File: config.mk
export PLATFORM = sky130hd
export DESIGN_NAME = addr8s_redundant_sched_flat
export DESIGN_NICKNAME = d
export VERILOG_FILES = /design/src/rtl/addr8s_redundant_sched_if.sv /design/src/rtl/addr8s_redundant_sched.sv /design/src/flat_wrapper.sv
export SDC_FILE = /design/constraint.sdc
export NUM_CORES = 1
export LEC_CHECK = 0
export BUFFER_PORTS_ARGS = -buffer_cell sky130_fd_sc_hd__buf_2
export CORE_MARGIN = 5
export CORE_UTILIZATION = 46
export CTS_CLUSTER_DIAMETER = 200
export DETAILED_ROUTE_END_ITERATION = 7
export GPL_ROUTABILITY_DRIVEN = 0
export HOLD_SLACK_MARGIN = 0.08
export PLACE_DENSITY = 0.79
export SLEW_MARGIN = 30
export SYNTH_ARGS = -nofsm -noshare
export SYNTH_HDL_FRONTEND = slang
export SYNTH_SLANG_ARGS = --single-unit
File: constraint.sdc
create_clock -name clk -period 1.85 [get_ports clk]
set_input_delay 0.555 -clock clk [delete_from_list [all_inputs] [get_ports clk]]
set_output_delay 0.555 -clock clk [all_outputs]
set_load 0.05 [all_outputs]
File: src/rtl/addr8s_redundant_sched_if.sv
`default_nettype none
// ---- addr8s_redundant_sched_if : requester, adder and response bundle (rev 1.0) ----
interface addr8s_redundant_sched_if;
   logic       req0_valid;
   logic       req0_ready;
   logic [7:0] req0_a;
   logic [7:0] req0_b;
   logic       req1_valid;
   logic       req1_ready;
   logic [7:0] req1_a;
   logic [7:0] req1_b;
   logic [7:0] add_a;
   logic [7:0] add_b;
   logic [8:0] add_o;
   logic       resp_valid;
   logic       resp_ready;
   logic       resp_id;
   logic [8:0] resp_sum;
   logic       resp_err;
   logic [7:0] err_count;

   // master = clients plus the external adder; slave = the scheduler
   modport master (
      output req0_valid, req0_a, req0_b, req1_valid, req1_a, req1_b, add_o, resp_ready,
      input  req0_ready, req1_ready, add_a, add_b, resp_valid, resp_id, resp_sum,
             resp_err, err_count
   );

   modport slave (
      input  req0_valid, req0_a, req0_b, req1_valid, req1_a, req1_b, add_o, resp_ready,
      output req0_ready, req1_ready, add_a, add_b, resp_valid, resp_id, resp_sum,
             resp_err, err_count
   );
endinterface
`default_nettype wire

File: src/rtl/addr8s_redundant_sched.sv
`default_nettype none
// ---- addr8s_redundant_sched : time-redundant two-requester scheduler for a shared adder (rev 1.0) ----
module addr8s_redundant_sched #(
   parameter int MAX_RETRY = 2
) (
   input  wire logic                   clk,
   input  wire logic                   rst_n,
   addr8s_redundant_sched_if.slave     bus
);

   localparam logic [2:0] RETRY_LIMIT = 3'(MAX_RETRY);

   typedef enum logic [2:0] {
      IDLE = 3'd0,
      RUN1 = 3'd1,
      RUN2 = 3'd2,
      CMP  = 3'd3,
      RESP = 3'd4
   } state_t;

   state_t     state;
   state_t     state_next;
   logic [7:0] op_a;
   logic [7:0] op_b;
   logic       op_id;
   logic       last;
   logic [2:0] retry;
   logic [8:0] r1;
   logic [8:0] r2;
   logic [8:0] sum_q;
   logic       err_q;
   logic [7:0] err_cnt;

   logic       grant0;
   logic       grant1;
   logic       accept;
   logic       mismatch;
   logic       can_retry;

   // round robin: with both valid, the requester not served last wins
   assign grant0    = bus.req0_valid & (~bus.req1_valid | last);
   assign grant1    = bus.req1_valid & (~bus.req0_valid | ~last);
   assign accept    = (state == IDLE) & (grant0 | grant1);
   assign mismatch  = (r1 != r2);
   assign can_retry = (retry < RETRY_LIMIT);

   assign bus.resp_id   = op_id;
   assign bus.resp_sum  = sum_q;
   assign bus.resp_err  = err_q;
   assign bus.err_count = err_cnt;

   always_comb begin
      state_next     = state;
      bus.add_a      = 8'd0;
      bus.add_b      = 8'd0;
      bus.req0_ready = 1'b0;
      bus.req1_ready = 1'b0;
      bus.resp_valid = 1'b0;
      case (state)
         IDLE: begin
            bus.req0_ready = grant0;
            bus.req1_ready = grant1;
            if (accept) state_next = RUN1;
         end
         RUN1: begin
            bus.add_a  = op_a;
            bus.add_b  = op_b;
            state_next = RUN2;
         end
         RUN2: begin
            bus.add_a  = op_b;
            bus.add_b  = op_a;
            state_next = CMP;
         end
         CMP: begin
            state_next = (mismatch && can_retry) ? RUN1 : RESP;
         end
         RESP: begin
            bus.resp_valid = 1'b1;
            if (bus.resp_ready) state_next = IDLE;
         end
         default: state_next = IDLE;
      endcase
   end

   always_ff @(posedge clk) begin
      if (!rst_n) begin
         state   <= IDLE;
         op_a    <= 8'd0;
         op_b    <= 8'd0;
         op_id   <= 1'b0;
         last    <= 1'b1;
         retry   <= 3'd0;
         r1      <= 9'd0;
         r2      <= 9'd0;
         sum_q   <= 9'd0;
         err_q   <= 1'b0;
         err_cnt <= 8'd0;
      end else begin
         state <= state_next;
         case (state)
            IDLE: begin
               if (accept) begin
                  op_a  <= grant0 ? bus.req0_a : bus.req1_a;
                  op_b  <= grant0 ? bus.req0_b : bus.req1_b;
                  op_id <= ~grant0;
                  last  <= ~grant0;
                  retry <= 3'd0;
               end
            end
            RUN1: r1 <= bus.add_o;
            RUN2: r2 <= bus.add_o;
            CMP: begin
               if (mismatch && (err_cnt != 8'hFF)) err_cnt <= err_cnt + 8'd1;
               if (mismatch && can_retry) begin
                  retry <= retry + 3'd1;
               end else begin
                  sum_q <= r1;
                  err_q <= mismatch;
               end
            end
            default: ;
         endcase
      end
   end

endmodule
`default_nettype wire

File: src/flat_wrapper.sv
// flat-port wrapper written by rule: the top's interface ports become plain ports
module addr8s_redundant_sched_flat 
#(
   parameter int MAX_RETRY = 2
)
  (clk, rst_n, bus_req0_valid, bus_req0_a, bus_req0_b, bus_req1_valid, bus_req1_a, bus_req1_b, bus_add_o, bus_resp_ready, bus_req0_ready, bus_req1_ready, bus_add_a, bus_add_b, bus_resp_valid, bus_resp_id, bus_resp_sum, bus_resp_err, bus_err_count);
  addr8s_redundant_sched_if bus_i ();
  input  wire logic clk;
  input  wire logic rst_n;
  input wire logic [$bits(bus_i.req0_valid)-1:0] bus_req0_valid;
  input wire logic [$bits(bus_i.req0_a)-1:0] bus_req0_a;
  input wire logic [$bits(bus_i.req0_b)-1:0] bus_req0_b;
  input wire logic [$bits(bus_i.req1_valid)-1:0] bus_req1_valid;
  input wire logic [$bits(bus_i.req1_a)-1:0] bus_req1_a;
  input wire logic [$bits(bus_i.req1_b)-1:0] bus_req1_b;
  input wire logic [$bits(bus_i.add_o)-1:0] bus_add_o;
  input wire logic [$bits(bus_i.resp_ready)-1:0] bus_resp_ready;
  output wire logic [$bits(bus_i.req0_ready)-1:0] bus_req0_ready;
  output wire logic [$bits(bus_i.req1_ready)-1:0] bus_req1_ready;
  output wire logic [$bits(bus_i.add_a)-1:0] bus_add_a;
  output wire logic [$bits(bus_i.add_b)-1:0] bus_add_b;
  output wire logic [$bits(bus_i.resp_valid)-1:0] bus_resp_valid;
  output wire logic [$bits(bus_i.resp_id)-1:0] bus_resp_id;
  output wire logic [$bits(bus_i.resp_sum)-1:0] bus_resp_sum;
  output wire logic [$bits(bus_i.resp_err)-1:0] bus_resp_err;
  output wire logic [$bits(bus_i.err_count)-1:0] bus_err_count;
  assign bus_i.req0_valid = bus_req0_valid;
  assign bus_i.req0_a = bus_req0_a;
  assign bus_i.req0_b = bus_req0_b;
  assign bus_i.req1_valid = bus_req1_valid;
  assign bus_i.req1_a = bus_req1_a;
  assign bus_i.req1_b = bus_req1_b;
  assign bus_i.add_o = bus_add_o;
  assign bus_i.resp_ready = bus_resp_ready;
  assign bus_req0_ready = bus_i.req0_ready;
  assign bus_req1_ready = bus_i.req1_ready;
  assign bus_add_a = bus_i.add_a;
  assign bus_add_b = bus_i.add_b;
  assign bus_resp_valid = bus_i.resp_valid;
  assign bus_resp_id = bus_i.resp_id;
  assign bus_resp_sum = bus_i.resp_sum;
  assign bus_resp_err = bus_i.resp_err;
  assign bus_err_count = bus_i.err_count;
  addr8s_redundant_sched #(.MAX_RETRY(MAX_RETRY)) u_core (.clk(clk), .rst_n(rst_n), .bus(bus_i));
endmodule
# == Word-level counts from Yosys, hierarchy flattened ==
# Cells that the tools add are included.
# totals
register_bits,60
output_inout_bits,38
# classes
addsub,2
n_lt_le_gt_ge,1
n_eq_ne,9
muxes,14
n_bitwise,11
reduce_logical,9
# op_table
operator,n
8-bit one-hot mux with 2 select lines,2
8-bit 2-to-1 mux,2
3-bit 2-to-1 mux,5
3-bit one-hot mux with 5 select lines,1
9-bit != test,1
8-bit by 1-bit adder with 8-bit output (second input constant),1
8-bit != test (second input constant),1
2-bit AND reduction,4
3-bit by 2-bit == test with 1-bit output (second input constant),2
3-bit one-hot mux with 2 select lines,1
1-bit inverter,5
2-bit by 1-bit != test with 1-bit output (second input constant),2
3-bit by 1-bit adder with 3-bit output (second input constant),1
1-bit bitwise AND,3
3-bit by 1-bit == test with 1-bit output (second input constant),1
3-bit == test (second input constant),1
3-bit zero test,1
3-bit by 2-bit < comparator with 1-bit output (second input constant),1
1-bit 2-to-1 mux,3
1-bit bitwise OR,3
3-bit AND reduction,1
1-bit logical AND,2
2-bit != test (second input constant),1
2-bit nonzero test,1

# == Logic depth before layout (Yosys ltp) ==
# Gate-level depths: netlist (run 1).
# depth
depth_word,7
mapped_depth,7
depth_no_buf,5

# == Worst setup path after synthesis (run 1) ==
# No wires, ideal clock.
# synth_path
path_type,register -> output
start,register u_core.state[0]
end,output bus_req1_ready
arrival_ps,2173
path_slack_ps,-878
path_stages_with_launch,4
path_buffers,1
path_cell_list,dfxtp_1 -> buf_2 -> or3_1 -> a211oi_1
# synth_between
elab_chain_len,2
# synth_lines
item,line_no,source
start: declaration,addr8s_redundant_sched.sv:21,state_t state;
start signal: assignment,addr8s_redundant_sched.sv:100,state <= state_next;
3-bit zero test,addr8s_redundant_sched.sv:59,case (state)
1-bit 2-to-1 mux,addr8s_redundant_sched.sv:59,
end: declaration,flat_wrapper.sv:19,output wire logic [$bits(bus_i.req1_ready)-1:0] bus_req1_ready;
# No other way between the ends.

# == Final worst setup path (run 1) ==
# layout_path
start,register u_core.state[2]
end,output bus_add_b[7]
# layout_between
elab_chain_len,2
# layout_lines
item,line_no,source
3-bit by 2-bit == test with 1-bit output / 3-bit by 1-bit == test with 1-bit output (equally long branches),addr8s_redundant_sched.sv:59,
8-bit one-hot mux with 2 select lines (*),addr8s_redundant_sched.sv:59,
end: declaration,flat_wrapper.sv:21,output wire logic [$bits(bus_i.add_b)-1:0] bus_add_b;
# Mark *: on every way between the ends. The rest lies on a longest branch, timed or not.

==> results of run 1 <==
==> routing by layer <==
layer / vias to the layer above / GRT usage [%]
met5: - / 0
li1: 1360 / -
met1: 1213 / 23.7
met4: 0 / 9.76
met2: 88 / 31.8
met3: 14 / 6.24
==> logic make-up after synthesis <==
family                   synth area share [%]
AND/OR/NAND/NOR                          18.5
buffers and inverters                    4.33
multiplexers                             9.85
XOR/XNOR                                 3.19
flip-flops                               43.8
AO/OA/AOI/OAI                            19.5
adder cells (fa/ha/maj)                 0.911
==> sequential cells by signal (all words and copies together) (netlist names) <==
| name | count |
|---|---|
| u_core.bus.resp_sum | 9 |
| u_core.r1 | 9 |
| u_core.r2 | 9 |
| u_core.bus.err_count | 8 |
| u_core.op_a | 8 |
| u_core.op_b | 8 |
| u_core.retry | 3 |
| u_core.state | 3 |
| u_core.bus.resp_err | 1 |
| u_core.bus.resp_id | 1 |
| u_core.last | 1 |
==> path summary, 6_finish.rpt <==
path	start	to	slack, ns	cells past startpoint
setup / recovery	u_core.state[2]	bus_add_b[7]	-0.30	5
hold / removal	bus_add_o[3]	u_core.r1[3]	0.46	3
setup reg to reg	u_core.state[2]	u_core.bus.err_count[7]	-0.01	7
hold reg to reg	u_core.bus.resp_sum[3]	u_core.bus.resp_sum[3]	0.46	2
==> synth_stat cells (2+ instances only) <==
master	count	area (sq um)
a211oi_1	17	128
a21oi_1	25	125
a22o_1	16	140
buf_2	5	25.0
buf_4	4	30.0
clkbuf_1	13	48.8
dfxtp_1	60	1200
ha_1	2	25.0
inv_1	3	11.3
mux2i_1	27	270
nand2_1	62	233
nand2b_1	2	12.5
nand3_1	5	25.0
nand3b_1	2	15.0
nor2_1	24	90.1
nor3_1	3	15.0
o21ai_0	6	30.0
o31ai_1	3	22.5
or3_1	3	18.8
or4_1	4	30.0
xor2_1	9	78.8
==> cell type report <==
| type | count | area (sq um) | share of cell area, % |
|---|---|---|---|
| multi-input cells | 231 | 1650 | 40.2 |
| flip-flops and latches | 60 | 1200 | 29.3 |
| repair buffers | 124 | 952 | 23.2 |
| clock buffers | 14 | 183 | 4.45 |
| well taps | 75 | 93.8 | 2.29 |
| inverters | 4 | 15.0 | 0.366 |
| clock inverters | 1 | 5.00 | 0.122 |
==> what timing repair did <==
| action | CTS | global route |
|---|---|---|
| endpoints found under the setup margin | 22 | 33 |
| pin swaps | 4 | 12 |
| resized for setup | 64 | 22 |
| gates cloned | 0 | 2 |
| buffers inserted | 8 | 6 |
==> worst max-delay path, delay by kind of cell, from the launching register on <==
family                 cells  cell delay, ns
DFF                        1            0.33
AOI/OAI and AO/OA          1            0.16
and+or+nand+nor            1            0.28
buffers and inverters      3            0.47
==> power by group through the flow <==
stage,Sequential [uW],Combinational (uW),Clock [uW]
2_1_floorplan,1590,954,0
3_3_place_gp,1600,1310,0
3_5_place_dp,1610,1330,0
4_1_cts,1580,1560,1130
5_1_grt,1610,1810,1180
6_report,1590,1690,1100
==> metrics by stage <==
step | util (%) | instance area (sq um) | setup slack, ns | power [uW]
2_1_floorplan | - | 2900 | -0.209 | 2550
3_3_place_gp | 59.8 | 3500 | 0.0141 | 2910
3_5_place_dp | 59.8 | 3500 | -0.0383 | 2940
4_1_cts | 67.6 | 3950 | -0.276 | 4270
5_1_grt | 70.2 | 4110 | -0.377 | 4590
6_report | 70.2 | 4110 | -0.297 | 4380
==> summary.txt, run 1 <==
Power and ir drop
  – Sw Ratio: 34.9%
  – Sequential share of power: 36.3%
  – Pleak: 0.00181 uW
  – Power density cells: approximately 1100 nW/um^2
  – Clk pwr share: between 20% and 30%
  – Psw: 1530 uW
  – Peak supply drop: 0.762 mV
  – Combinational share of power: 38.5%
  – Internal: 2850 uW

Status
  – Failing checks: negative setup slack
  – Outcome: finished, violations left

Logic synthesis
  – Post-synth EDFFs: 0
  – #FFs+latches synth: 60
  – Syn Nets: ~360
  – Yosys cell types: 42
  – Mapped cell area: between 2000 and 3000 sq um
  – Asr flop ratio synth: 0%
  – Top_reg_cell synth: dfxtp_1
  – Sequential element share of the synthesized area: 43.8%
  – Ys Warns: 0
  – Mean Syn Cell Area: 8.69 sq um
  – Cells after Synth: 316

Route
  – WL met3: 584 um
  – Detailed-route via count: 2,675
  – DRC Markers: 0
  – ANT nets after route: 0
  – DR WL/cell: about 14 um
  – Final wirelength: ~7400 um
  – First DRT Iteration DRCs: 103
  – Met1 Routed Length: 3200 um
  – DRT Pass-1 Iters: 4
  – Top sig layer: met4
  – Routed met2 length: 3420 um
  – Vias per Instance: approximately 5.3

STA
  – Fin crit share: 116%
  – Setup TNS: -4.34 ns
  – Fmax: 0.466 GHz
  – Clk_skew: 0.00354 ns
  – Least-Margin Pin Slew: 0.453 ns
  – Fin Hold WS: 0.460 ns
  – Min Tclk post-route: approximately 2.1 ns
  – Final Max Tran Viols: 0
  – Final worst slack: -0.297 ns
  – Final Hold Vio Count: 0
  – Relative slew slack: between 60 and 70%
  – RSZ-0062 raised after global routing: yes
  – Final setup viols: 22

Worst setup path
  – CP peak stage delay: 0.33 ns
  – Startpoint types: flip-flop
  – Required @ worst endpoint: 1.29 ns
  – Worst EP arrival: approximately 1.6 ns
  – Critical Path Slowest Stage Cell: dfxtp_2
  – Top cell by count, worst path: buf_6
  – Critical Setup Path Class: flip-flop to primary output
  – Critical-path maximum fanout: 8
  – Crit path capture type: primary output
  – Crit-path cells: buf_6 > nor3b_4 > buf_6 > a22o_1 > buf_6

Floorplanning
  – Row cnt: 28
  – Die X: 87.3 um
  – Die Height: 87.3 um
  – Initial Util: 46.9%
  – I/O pin total: 84
  – Core area: 5850 sq um
  – Die area: 7610 sq um

GRT
  – Initial antenna violation count: 0
  – Overall Global Routing Usage: 19.8%
  – First-pass GRT wire length: about 12,000 um
  – Largest net degree at the start of global routing: 33
  – Vias in the first global route: 2,593
  – Congestion Overflow GR: 0

Placed design
  – Placed Cells: about 480
  – Port bufs: 83
  – HPWL after DPL: 4910 um

Layout
  – Number of fill cells: 454
  – Commonest non-fill, non-tap cell in the layout: buf_2
  – Antenna Cells: 0
  – Final net count: 478
  – Layout cells sized above 1: around two fifths
  – Cell Count, Final, Fillers Out: 509
  – Commonest cells after routing, fill and taps aside: buf_2 (64), nand2_1 (62), dfxtp_1 (57), mux2i_1 (26), buf_4 (26)
  – Synthesis-to-finish area growth: 49.6%

Clock tree
  – Max Buffers Root-to-Sink: 2
  – Root buf cell: clkbuf_8
  – Post-CTS Hold Fix Bufs: 0
  – H-tree Lvls: 3
  – Clock Latency Late Sink: 0.34 ns
  – Clk sinks: 60
  – Num CTS Buffers: 9
  – CTS tree: done
  – Clock slew seen by the registers of the worst setup and hold paths: 0.06 ns

Worst hold path
  – Min-delay worst type: primary input to flip-flop

Flow run
  – Max-cap viol count: 0
Power figures use the tool's default switching activity.
==> inputs of run 2 (changes only) <==
CORE_UTILIZATION = 50   (was 46)
MAX_ROUTING_LAYER = met4   (was unset)
PLACE_DENSITY = 0.81   (was 0.79)
clock period = 2.8 ns   (was 1.85 ns; I/O delays follow)
==> summary.txt, run 2 (synthesis gave the netlist of run 1 again) <==
Clock tree
  – Clock slew seen by the registers of the worst setup and hold paths: 0.06 ns (about the same)
  – Postcts setup bufs: 0 (was 8)
  – H-tree Lvls: 3 (unchanged)
  – Num CTS Buffers: 9 (unchanged)
  – Clock Latency Late Sink: 0.33 ns (was 0.34 ns)
  – Post-CTS Hold Fix Bufs: 0 (unchanged)
  – Clk sinks: 60 (unchanged)
  – Root buf cell: clkbuf_8 (unchanged)
  – Max Buffers Root-to-Sink: 2 (unchanged)
  – Post_cts resized: 0 (was 64)
  – CTS tree: done (unchanged)

Layout
  – Commonest non-fill, non-tap cell in the layout: buf_2 (unchanged)
  – Number of fill cells: 506 (was 454)
  – Commonest cells after routing, fill and taps aside: buf_2 (83), nand2_1 (62), dfxtp_1 (60), mux2i_1 (27), a21oi_1 (25) (was buf_2 (64), nand2_1 (62), dfxtp_1 (57), mux2i_1 (26), buf_4 (26))
  – Final net count: 446 (was 478)
  – Layout cells sized above 1: 28.4% (was 40.3%)
  – Antenna Cells: 0 (unchanged)
  – Synthesis-to-finish area growth: 24.4% (was 49.6%)
  – Cell Count, Final, Fillers Out: 474 (was 509)

GRT
  – Congestion Overflow GR: 0 (unchanged)
  – Largest net degree at the start of global routing: 33 (unchanged)
  – Overall Global Routing Usage: 19.4% (was 19.8%)
  – Initial antenna violation count: 0 (unchanged)
  – Vias in the first global route: 2,529 (was 2,593)
  – First-pass GRT wire length: 11,100 um (was 11,800 um)

Worst setup path
  – Required @ worst endpoint: 1.96 ns (was 1.29 ns)
  – CP peak stage delay: 0.48 ns (was 0.33 ns)
  – Critical Setup Path Class: flip-flop to primary output (unchanged)
  – Startpoint types: flip-flop (unchanged)
  – Critical Path Slowest Stage Cell: dfxtp_1 (was dfxtp_2)
  – Worst EP arrival: 1.81 ns (was 1.59 ns)
  – Critical-path maximum fanout: 14 (was 8)
  – Crit path capture type: primary output (unchanged)
  – Crit-path cells: nor2_1 > and2_0 > buf_12 > a22o_1 > buf_2 (was buf_6 > nor3b_4 > buf_6 > a22o_1 > buf_6)

Power and ir drop
  – Peak supply drop: 0.386 mV (was 0.762 mV)
  – Pleak: 0.00152 uW (was 0.00181 uW)
  – Power density cells: 714 nW/um^2 (was 1070 nW/um^2)

Route
  – ANT nets after route: 0 (unchanged)
  – First DRT Iteration DRCs: 148 (was 103)
  – DRC Markers: 0 (unchanged)
  – DRT Pass-1 Iters: 4 (unchanged)
  – Detailed-route via count: 2,523 (was 2,675)
  – Vias per Instance: 5.32 (was 5.26)
  – DR WL/cell: 13.5 um (was 14.4 um)
  – Final wirelength: 6420 um (was 7350 um)

STA
  – Relative slew slack: 67.1% (was 69.7%)
  – Least-Margin Pin Slew: 0.488 ns (was 0.453 ns)
  – Final Max Tran Viols: 0 (unchanged)
  – Final setup viols: 0 (was 22)
  – Min Tclk post-route: 2.65 ns
  – Setup TNS: 0 ns (was -4.34 ns)
  – Fin crit share: 94.8%
  – Clk_skew: 0.00605 ns (was 0.00354 ns)
  – RSZ-0062 raised after global routing: no (was yes)
  – Fin Hold WS: 0.451 ns (was 0.460 ns)
  – Fmax: 0.377 GHz
  – Final worst slack: 0.147 ns (was -0.297 ns)
  – Final Hold Vio Count: 0 (unchanged)

Floorplanning
  – I/O pin total: 84 (unchanged)
  – Row cnt: 27 (was 28)
  – Core area: 5410 sq um (was 5850 sq um)
  – Die Height: 84.1 um (was 87.3 um)
  – Initial Util: 50.8% (was 46.9%)
  – Die X: 84.1 um (was 87.3 um)
  – Die area: 7070 sq um (was 7610 sq um)

Placed design
  – HPWL after DPL: 4700 um (was 4910 um)
  – DP Worst Slack: 0.399 ns (was -0.0383 ns)
  – Port bufs: 83 (unchanged)
  – Placed Cells: 459 (was 479)

Flow run
  – Max-cap viol count: 0 (unchanged)

Worst hold path
  – Min-delay worst type: flip-flop to flip-flop (was primary input to flip-flop)

Status
  – Outcome: finished clean (was finished, violations left)
[run 2: final timing paths]
kind         cells after the start  slack (ns)              startpoint                     end
max                              5        0.15         u_core.state[1]            bus_add_b[6]
min                              2        0.45  u_core.bus.resp_sum[1]  u_core.bus.resp_sum[1]
max reg2reg                      6        0.91            u_core.r1[6]  u_core.bus.resp_sum[3]
min reg2reg                      2        0.45  u_core.bus.resp_sum[1]  u_core.bus.resp_sum[1]
[run 2: area by class of cell]
cell class	count	area (sq um)	area share, %
Timing Repair Buffer	93	503	14.7
Multi-Input combinational cell	230	1440	42.1
Clock buffer	13	159	4.65
Clock inverter	2	10.0	0.293
Tap cell	72	90.1	2.64
Inverter	4	15.0	0.440
Sequential cell	60	1200	35.2
[run 2: worst max-delay path, delay by kind of cell, from the launching register on]
kind,cells,cell delay [ns]
flip-flops,1,0.48
AND/OR/NAND/NOR,2,0.36
AO/OA/AOI/OAI,1,0.23
buffers and inverters,2,0.41
[run 2: per-stage QoR]
stage	utilization [%]	total power (uW)	area [sq um]
finish	63.2	2440	3410
global route	63.2	2580	3410
CTS	63.2	2470	3410
detailed placement	60.0	1790	3250
global placement	60.0	1770	3250
floorplan	-	1600	2750
[run 2: layer usage]
layer,part of all wire (%),vias to the layer above,global-route usage (%)
met1,46,1141,24.2
li1,-,1285,-
met5,0,-,-
met2,47,92,30.3
met3,6.8,5,4.64
met4,0.95,0,7.75
[run 2: power breakdown]
group	switching [uW]	internal, uW	total (uW)
combinational	477	255	732
sequential	89.2	951	1040
clock	304	362	667
==> inputs of run 3 (changes only) <==
PLACE_DENSITY = unset   (was 0.81)
PLACE_DENSITY_LB_ADDON = 0.3   (was unset)
==> summary.txt, run 3 (synthesis gave the netlist of run 1 again) <==
Worst hold path
  – Min-delay worst type: flip-flop to flip-flop (unchanged)
  – Hold Path Cell Cnt: 2 (unchanged)

Power and ir drop
  – Power density cells: 743 nW/um^2 (was 714 nW/um^2)
  – Pleak: 0.00153 uW (was 0.00152 uW)
  – Peak supply drop: 0.409 mV (was 0.386 mV)

Worst setup path
  – Startpoint types: flip-flop (unchanged)
  – Critical Setup Path Class: flip-flop to primary output (unchanged)
  – Critical-path maximum fanout: 10 (was 14)
  – Crit path capture type: primary output (unchanged)
  – Worst EP arrival: 1.81 ns (about the same)
  – Required @ worst endpoint: 1.96 ns (about the same)
  – Cell count of the worst reg-to-reg path: 6 (unchanged)

GRT
  – Largest net degree at the start of global routing: 33 (unchanged)
  – Met2 Use GR: 29.3% (was 30.3%)
  – Met1 track demand over resource: 23.3% (was 24.2%)
  – Met3 Track Usage GR: 6.02% (was 4.64%)
  – Initial antenna violation count: 0 (unchanged)
  – Congestion Overflow GR: 0 (unchanged)
  – Overall Global Routing Usage: 19.3% (was 19.4%)
  – Grt peak-use layer: met2 (unchanged)
  – Vias in the first global route: 2,434 (was 2,529)
  – First-pass GRT wire length: 10,800 um (was 11,100 um)

Floorplanning
  – Row cnt: 27 (unchanged)
  – Die Height: 84.1 um (unchanged)
  – Initial Util: 50.8% (unchanged)
  – Die X: 84.1 um (unchanged)
  – I/O pin total: 84 (unchanged)
  – Core area: 5410 sq um (unchanged)
  – Die area: 7070 sq um (unchanged)

Route
  – DR WL/cell: 13.5 um (about the same)
  – First DRT Iteration DRCs: 149 (was 148)
  – DRT Pass-1 Iters: 4 (unchanged)
  – DRC Markers: 0 (unchanged)
  – ANT nets after route: 0 (unchanged)
  – Vias per Instance: 5.34 (was 5.32)
  – Detailed-route via count: 2,536 (was 2,523)
  – Final wirelength: 6400 um (was 6420 um)

Layout
  – Number of fill cells: 499 (was 506)
  – Antenna Cells: 0 (unchanged)
  – Storage element area: 1200 sq um (unchanged)
  – Synthesis-to-finish area growth: 25.2% (was 24.4%)
  – Commonest cells after routing, fill and taps aside: buf_2 (83), nand2_1 (62), dfxtp_1 (60), mux2i_1 (27), a21oi_1 (25) (unchanged)
  – Commonest non-fill, non-tap cell in the layout: buf_2 (unchanged)
  – Multi-input logic area: 1440 sq um (unchanged)
  – Layout cells sized above 1: 28.8% (was 28.4%)
  – Final net count: 446 (unchanged)

STA
  – Relative slew slack: 64.6% (was 67.1%)
  – Fmax: 0.377 GHz (about the same)
  – Clk_skew: 0.00781 ns (was 0.00605 ns)
  – RSZ-0062 raised after global routing: no (unchanged)
  – Final Hold Vio Count: 0 (unchanged)
  – Setup TNS: 0 ns (unchanged)
  – Least-Margin Pin Slew: 0.526 ns (was 0.488 ns)
  – Final worst slack: 0.147 ns (about the same)
  – Final setup viols: 0 (unchanged)
  – Final Max Tran Viols: 0 (unchanged)
  – Min Tclk post-route: 2.65 ns (about the same)
  – Fin crit share: 94.7% (was 94.8%)

Placed design
  – DP Worst Slack: 0.407 ns (was 0.399 ns)
  – Port bufs: 83 (unchanged)
  – HPWL after DPL: 4650 um (was 4700 um)

Status
  – Outcome: finished clean (unchanged)

Clock tree
  – Clock Latency Late Sink: 0.33 ns (about the same)
  – Clk sinks: 60 (unchanged)
  – Num CTS Buffers: 9 (unchanged)
  – Root buf cell: clkbuf_8 (unchanged)
  – Post-CTS Hold Fix Bufs: 0 (unchanged)
  – Clock slew seen by the registers of the worst setup and hold paths: 0.07 ns (was 0.06 ns)
  – CTS tree: done (unchanged)
  – Max Buffers Root-to-Sink: 2 (unchanged)
  – H-tree Lvls: 3 (unchanged)

Flow run
  – Max-cap viol count: 0 (unchanged)
-- run 3: final cells by class --
cell class | count | share of cell area (%)
clock buffers | 12 | 4.52
flip-flops and latches | 60 | 35.0
clock inverters | 4 | 1.38
repair buffers | 93 | 14.3
well taps | 72 | 2.62
multi-input cells | 230 | 41.8
inverters | 4 | 0.437
-- run 3: worst paths after layout --
path,start,endpoint,slack [ns]
max,u_core.state[0],bus_req1_ready,0.15
min,u_core.bus.resp_sum[7],u_core.bus.resp_sum[7],0.45
max reg2reg,u_core.r1[6],u_core.bus.resp_sum[8],0.92
min reg2reg,u_core.bus.resp_sum[7],u_core.bus.resp_sum[7],0.45
-- run 3: critical path, stage by stage, from the launching register on --
cell      delay [ns]
dfxtp_1         0.40
or3_1           0.48
a211oi_2        0.29
buf_2           0.32
-- run 3: stage by stage --
stage	std cells	power, uW	hold WS [ns]	area (sq um)	util, %
6_report	475	2550	0.454	3440	63.6
5_1_grt	475	2690	0.473	3440	63.6
4_1_cts	475	2570	0.459	3440	63.6
3_5_place_dp	459	1780	0.445	3230	59.8
3_3_place_gp	459	1760	0.441	3230	59.8
2_1_floorplan	316	1600	0.448	2750	-
-- run 3: what timing repair did --
action | in CTS | in global routing
gates resized for setup | 0 | 1
setup buffers | 0 | 0
endpoints found under the setup margin | 0 | 10
-- run 3: metal layers --
| layer | wire length (um) | vias up |
|---|---|---|
| li1 | - | 1290 |
| met1 | 2870 | 1132 |
| met2 | 2890 | 103 |
| met3 | 501 | 11 |
| met4 | 133 | 0 |
| met5 | 0 | - |
-- run 3: where the power goes --
group	internal [uW]	total (uW)	switching [uW]
clock network	457	791	334
logic	247	724	477
registers	950	1040	86.5
total	1650	2550	897
